===== src/rtl/sar_search4.sv =====
// sar_search4: 4-bit successive-approximation search driven by an
// external magnitude comparator, MSB-first with early exit on equality.
module sar_search4 (
    input  logic       clk,
    input  logic       rst,
    input  logic       start,
    input  logic       cmp_gt,
    input  logic       cmp_lt,
    input  logic       cmp_eq,
    output logic [3:0] trial,
    output logic       busy,
    output logic       done,
    output logic [3:0] result,
    output logic       found,
    output logic       error,
    output logic [2:0] steps
);

    typedef enum logic [1:0] {
        S_IDLE = 2'd0,
        S_TEST = 2'd1,
        S_DONE = 2'd2
    } state_t;

    state_t     r_state;
    state_t     w_state_n;
    logic [3:0] r_trial;
    logic [3:0] w_trial_n;
    logic [1:0] r_idx;
    logic [1:0] w_idx_n;
    logic [2:0] r_steps;
    logic [2:0] w_steps_n;
    logic [3:0] r_result;
    logic [3:0] w_result_n;
    logic       r_found;
    logic       w_found_n;
    logic       r_error;
    logic       w_error_n;

    logic       w_flags_ok;
    logic [1:0] w_idx_dec;
    logic [3:0] w_upd;

    assign w_flags_ok = (cmp_gt & ~cmp_lt & ~cmp_eq)
                      | (~cmp_gt & cmp_lt & ~cmp_eq)
                      | (~cmp_gt & ~cmp_lt & cmp_eq);
    assign w_idx_dec  = r_idx - 2'd1;

    // State and datapath registers; reset returns to an idle, all-zero block
    always_ff @(posedge clk) begin
        if (rst) begin
            r_state  <= S_IDLE;
            r_trial  <= 4'd0;
            r_idx    <= 2'd0;
            r_steps  <= 3'd0;
            r_result <= 4'd0;
            r_found  <= 1'b0;
            r_error  <= 1'b0;
        end else begin
            r_state  <= w_state_n;
            r_trial  <= w_trial_n;
            r_idx    <= w_idx_n;
            r_steps  <= w_steps_n;
            r_result <= w_result_n;
            r_found  <= w_found_n;
            r_error  <= w_error_n;
        end
    end

    // Next-state and search decisions; flag validity is checked before eq/gt/lt
    always_comb begin
        w_state_n  = r_state;
        w_trial_n  = r_trial;
        w_idx_n    = r_idx;
        w_steps_n  = r_steps;
        w_result_n = r_result;
        w_found_n  = r_found;
        w_error_n  = r_error;
        w_upd      = r_trial;
        w_upd[r_idx] = cmp_gt;
        unique case (r_state)
            S_IDLE: begin
                if (start) begin
                    w_trial_n = 4'b1000;
                    w_idx_n   = 2'd3;
                    w_steps_n = 3'd0;
                    w_found_n = 1'b0;
                    w_error_n = 1'b0;
                    w_state_n = S_TEST;
                end
            end
            S_TEST: begin
                w_steps_n = (r_steps == 3'd4) ? 3'd4 : r_steps + 3'd1;
                if (!w_flags_ok) begin
                    w_error_n  = 1'b1;
                    w_found_n  = 1'b0;
                    w_result_n = 4'd0;
                    w_state_n  = S_DONE;
                end else if (cmp_eq) begin
                    w_result_n = r_trial;
                    w_found_n  = 1'b1;
                    w_state_n  = S_DONE;
                end else if (r_idx != 2'd0) begin
                    w_trial_n            = w_upd;
                    w_trial_n[w_idx_dec] = 1'b1;
                    w_idx_n              = w_idx_dec;
                end else begin
                    w_trial_n  = w_upd;
                    w_result_n = w_upd;
                    w_found_n  = 1'b1;
                    w_state_n  = S_DONE;
                end
            end
            S_DONE: begin
                w_state_n = S_IDLE;
            end
            default: begin
                w_state_n = S_IDLE;
            end
        endcase
    end

    assign trial  = r_trial;
    assign busy   = (r_state == S_TEST);
    assign done   = (r_state == S_DONE);
    assign result = r_result;
    assign found  = r_found;
    assign error  = r_error;
    assign steps  = r_steps;

endmodule


===== config.mk =====
export PLATFORM = sky130hd
export DESIGN_NAME = sar_search4
export DESIGN_NICKNAME = d
export VERILOG_FILES = /design/src/rtl/sar_search4.sv
export SDC_FILE = /design/constraint.sdc
export NUM_CORES = 1
export LEC_CHECK = 0
export ABC_CLOCK_PERIOD_IN_PS = 2300
export CAP_MARGIN = 40
export CELL_PAD_IN_SITES_DETAIL_PLACEMENT = 1
export CELL_PAD_IN_SITES_GLOBAL_PLACEMENT = 2
export CORE_MARGIN = 3
export CORE_UTILIZATION = 30
export CTS_BUF_LIST = sky130_fd_sc_hd__clkbuf_16
export CTS_CLUSTER_DIAMETER = 80
export DETAILED_ROUTE_END_ITERATION = 7
export GPL_TIMING_DRIVEN = 0
export PLACE_DENSITY = 0.85
export REMOVE_ABC_BUFFERS = 1
export SYNTH_ARGS = -nofsm -noshare
export SYNTH_HDL_FRONTEND = slang
export SYNTH_SLANG_ARGS = --single-unit

===== constraint.sdc =====
create_clock -name clk -period 2.3 [get_ports clk]
set_input_delay 0.345 -clock clk [delete_from_list [all_inputs] [get_ports clk]]
set_output_delay 0.345 -clock clk [all_outputs]
set_load 0.02 [all_outputs]

After elaboration in Yosys (flattened, before gate mapping) --
Index checks and enable logic that the tools add are counted.
Word-level totals: flip-flop bits (word level) 17, input port bits 6, output and inout bits 15
Cells by class: add/subtract/negate cells 2, magnitude comparators 4, equality and inequality tests 10, mux-type cells 33, bitwise operators 12, reductions and logical operators 12
Operator list (number):
- $mux W4 | 7
- $mux W2 | 8
- $pmux W2 S2 | 2
- $pmux W4 S2 | 1
- $mux W1 | 7
- $and A1 B1 Y1 | 6
- $lt A2 B3 Y1 const B | 2
- $mux W3 | 2
- $ne A2 B2 Y1 const B | 3
- $pmux W3 S2 | 1
- $reduce_and A2 Y1 | 3
- $reduce_and A3 Y1 | 2
- $reduce_and A5 Y1 | 1
- $bwmux W4 | 1
- $demux W1 S2 | 2
- $ge A2 B1 Y1 const B | 2
- $ne A2 B1 Y1 const B | 2
- $ne A4 B4 Y1 const B | 1
- $or A4 B4 Y4 | 1
- $pmux W1 S2 | 2
- $reduce_and A4 Y1 | 1
- $reduce_bool A2 Y1 | 2
- $add A3 B1 Y3 const B | 1
- $eq A3 B3 Y1 const B | 1
- other kinds (8) | 12

Longest topological paths before layout --
depth in word-level cells 10, gate-level depth with buffers 6

Worst setup path after synthesis --
No wires, ideal clock.
path type register to register, start point register r_idx[0], end point register r_found (netlist: found), arrival 1.510 ns, required time 2.184 ns, setup slack 0.673 ns, stages on the path, launching flop included 6, path through dfxtp_1 > inv_1 > ha_1 > nor4b_1 > a21oi_1 > o211a_1
On the way: longest elaborated chain between the ends 3
Ends and longest elaborated chain:
- start: declaration | line 29 | logic [1:0] r_idx;
- start signal: assignment | line 62 | r_idx <= w_idx_n;
- $reduce_bool A2 Y1 | line 103 | end else if (r_idx != 2'd0) begin
- $ne A4 B4 Y1 (no source line)
- $reduce_and A3 Y1 (no source line)
- end signal: assignment | line 65 | r_found <= w_found_n;
- end: declaration | line 35 | logic r_found;
No other way between the ends. A chain may end at the register's enable or synchronous reset.

Final worst setup path --
start point register r_state[1], end point output port busy
On the way: longest elaborated chain between the ends 1
Ends and longest elaborated chain:
- start: declaration | line 25 | state_t r_state;
- start signal: assignment | line 60 | r_state <= w_state_n;
- $eq A2 B1 Y1 | line 124 | assign busy = (r_state == S_TEST);
- end: declaration | line 11 | output logic busy,
No other way between the ends.

==> impl_metrics.json <==
{
  "outcome": "completed",
  "drive_above_1_share": 0.0815,
  "avgSynthCellArea_um2": 8.88,
  "fin_total_pwr_w": 0.000877,
  "cp_max_fo": 10,
  "holdBufCountCts": 0,
  "clk_latency_ps": 250,
  "r2r_slack_ps": 370,
  "gp_congestion": 0.783,
  "synth_ff_type": "dfxtp_1",
  "skew_ps": 4.01,
  "coreArea_um2": 3180,
  "dp_hpwl_um": 2030,
  "post-route-util": 0.428,
  "hold_viol": 0,
  "max_slew_margin": 0.532,
  "die_area_um2": 4240,
  "grt_usage": 0.150,
  "slew_violations": 0,
  "switchingPower_w": 0.000247,
  "numClockSinks": 17,
  "finalNonFillerCells": 179,
  "power.share.combinational": 0.226,
  "period_minus_slack_ps": 2190,
  "required_ps": 1960,
  "p_int_w": 0.000630,
  "synth_async_sr_flop_share": 0,
  "syn_inst": 118,
  "dr.pass1.iters": 3,
  "rows": 20,
  "timing.fmax_mhz": 457,
  "grt_pass1_wl_um": 4960,
  "port-buffer-count": 20,
  "grt_start_max_net_pins": 18,
  "die_x_um": 65.1,
  "antenna_cells_inserted": 0,
  "antenna_found_initial": 0,
  "seq_power_share": 0.379,
  "power_density_nw_per_um2": 644,
  "rsz0062_at_grt": "false",
  "worst_pin_slew_ps": 701,
  "wl_per_cell_um": 15.6,
  "multi_input_area_um2": 649,
  "hp-class": "reg2reg",
  "fin_nets": 150,
  "synth_edf_count": 0,
  "cp.arrival_ps": 1840,
  "drt_iter0_markers": 43,
  "dpl.cell_count": 175,
  "peakVddDrop_mv": 0.555,
  "fin_crit_sh": 0.950,
  "maxCapViolations": 0,
  "vias": 987,
  "clk_pin_slew_worst_paths_ps": 50,
  "synth.distinct_cells": 36,
  "cts_tree": "built",
  "ys_seq_elements": 17,
  "max_stage_delay_ps": 650,
  "routed_wl_um": 2800,
  "slowest_stage": "clkdlybuf4s50_1",
  "ant_nets": 0,
  "fillers": 385,
  "post-route-cell-area_um2": 1360,
  "ctsLongestPathBuffers": 2,
  "clockPowerShare": 0.395,
  "worstSetupStartpointType": "flop",
  "io-pin-count": 21,
  "p_sw_frac": 0.281,
  "setup_viol": 0,
  "syn_to_final_growth_pct": 30.0,
  "end_kind": "primary output",
  "p_leak_nw": 0.489,
  "synth_seq_area_share": 0.325,
  "grt_pass1_vias": 1034,
  "path_cells": "nand2b_1, inv_1, clkdlybuf4s50_1",
  "post-route-drc-count": 0,
  "critPathKind": "reg2out",
  "overflow": 0,
  "htree_levels": 1,
  "netlist_area_um2": 1050,
  "ys.warnings.count": 0,
  "cts_buffers": 3,
  "dpl_cell_area_um2": 1270,
  "initial_utilization": 0.330,
  "regArea_um2": 340,
  "root_buffer": "clkbuf_16",
  "die_h_um": 65.1,
  "vias_per_cell": 5.51
}
## final cells by class
type	count	share of cell area
clock buffers	3	0.0551
well taps	44	0.0404
multi-input cells	85	0.477
repair buffers	21	0.153
flip-flops and latches	17	0.250
clock inverters	1	0.00276
inverters	8	0.0221
## path summary, 6_finish.rpt
kind / from / to / depth (start not counted)
max: r_state[1]$_SDFFE_PP0P_ / busy / 3
min: error$_SDFFE_PP0P_ / error$_SDFFE_PP0P_ / 2
max reg2reg: r_idx[0]$_SDFFE_PP0P_ / result[3]$_SDFFE_PP0P_ / 5
min reg2reg: error$_SDFFE_PP0P_ / error$_SDFFE_PP0P_ / 2
## critical path: cells and delay by family (launching register included)
family | cells | cell delay [ps]
buffers and inverters | 2 | 910
flip-flops | 1 | 370
AND/OR/NAND/NOR | 1 | 320
## power by group through the flow
stage	clock network [W]	registers, W	logic (W)
2_1_floorplan	0	0.000350	0.000101
3_3_place_gp	0	0.000337	0.000189
3_5_place_dp	0	0.000338	0.000197
4_1_cts	0.000354	0.000332	0.000200
5_1_grt	0.000371	0.000336	0.000219
6_report	0.000346	0.000332	0.000198
## state kept, by name (all words and copies together), names as in the netlist
register / flops
steps: 3
trial: 4
found: 1
r_idx: 2
result: 4
r_state: 2
error: 1
## cells in the mapped netlist, types with 2 or more instances
| cell type | instances | area, um^2 |
|---|---|---|
| dfxtp_1 | 17 | 340 |
| a21oi_1 | 9 | 45.0 |
| ha_1 | 8 | 100 |
| inv_1 | 8 | 30.0 |
| nor2_1 | 8 | 30.0 |
| nand2_1 | 6 | 22.5 |
| a2111o_1 | 5 | 56.3 |
| clkbuf_1 | 5 | 18.8 |
| nor2b_1 | 5 | 31.3 |
| or3_1 | 5 | 31.3 |
| a311oi_1 | 4 | 35.0 |
| o22ai_1 | 4 | 25.0 |
| o311ai_0 | 4 | 35.0 |
| a211oi_1 | 3 | 22.5 |
| nor3b_1 | 3 | 22.5 |
| mux2_2 | 2 | 22.5 |
| nand2b_1 | 2 | 12.5 |
| o211ai_1 | 2 | 15.0 |
## through the flow
stage	worst slack, ps	TNS (ps)	hold WS [ps]
after floorplan	567	0	413
after global placement	-177	-699	453
after detailed placement	-271	-1090	452
after CTS	108	0	462
after global routing	4.97	0	520
final	114	0	458
## kinds of logic (layout without fill, tap and decap cells)
kind of cell	after synthesis	in the layout	synth area share
AO/OA/AOI/OAI	39	39	0.293
AND/OR/NAND/NOR	33	33	0.171
flip-flops	17	17	0.325
buffers and inverters	16	33	0.0681
adder cells (fa/ha/maj)	8	8	0.0956
multiplexers	3	3	0.0311
XOR/XNOR	2	2	0.0167
## cell usage in the layout, fill, tap and decap left out, drive strengths merged, types with 4 or more instances in the layout
cell type	instances
a2111o	5
o311ai	4
dfxtp	17
nor2b	5
nor2	8
inv	9
o22ai	4
a311oi	5
ha	8
nand2	6
clkdlybuf4s50	20
a21oi	9
or3	5
## layer usage
layer / global-route usage / wire length [um] / vias up
li1: - / - / 475
met3: 0.0399 / 104 / 4
met4: 0.0389 / 27 / 0
met5: 0 / 0 / -
met2: 0.252 / 1360 / 17
met1: 0.190 / 1310 / 491
## timing repair
item / 4_1_cts / 5_1_grt
endpoints found under the hold margin: 0 / 0
setup endpoints to repair: 1 / 3
gates cloned: 0 / 0
buffers inserted: 0 / 0
gates resized for setup: 1 / 1
Note: power is estimated with default switching activity, not from simulation.
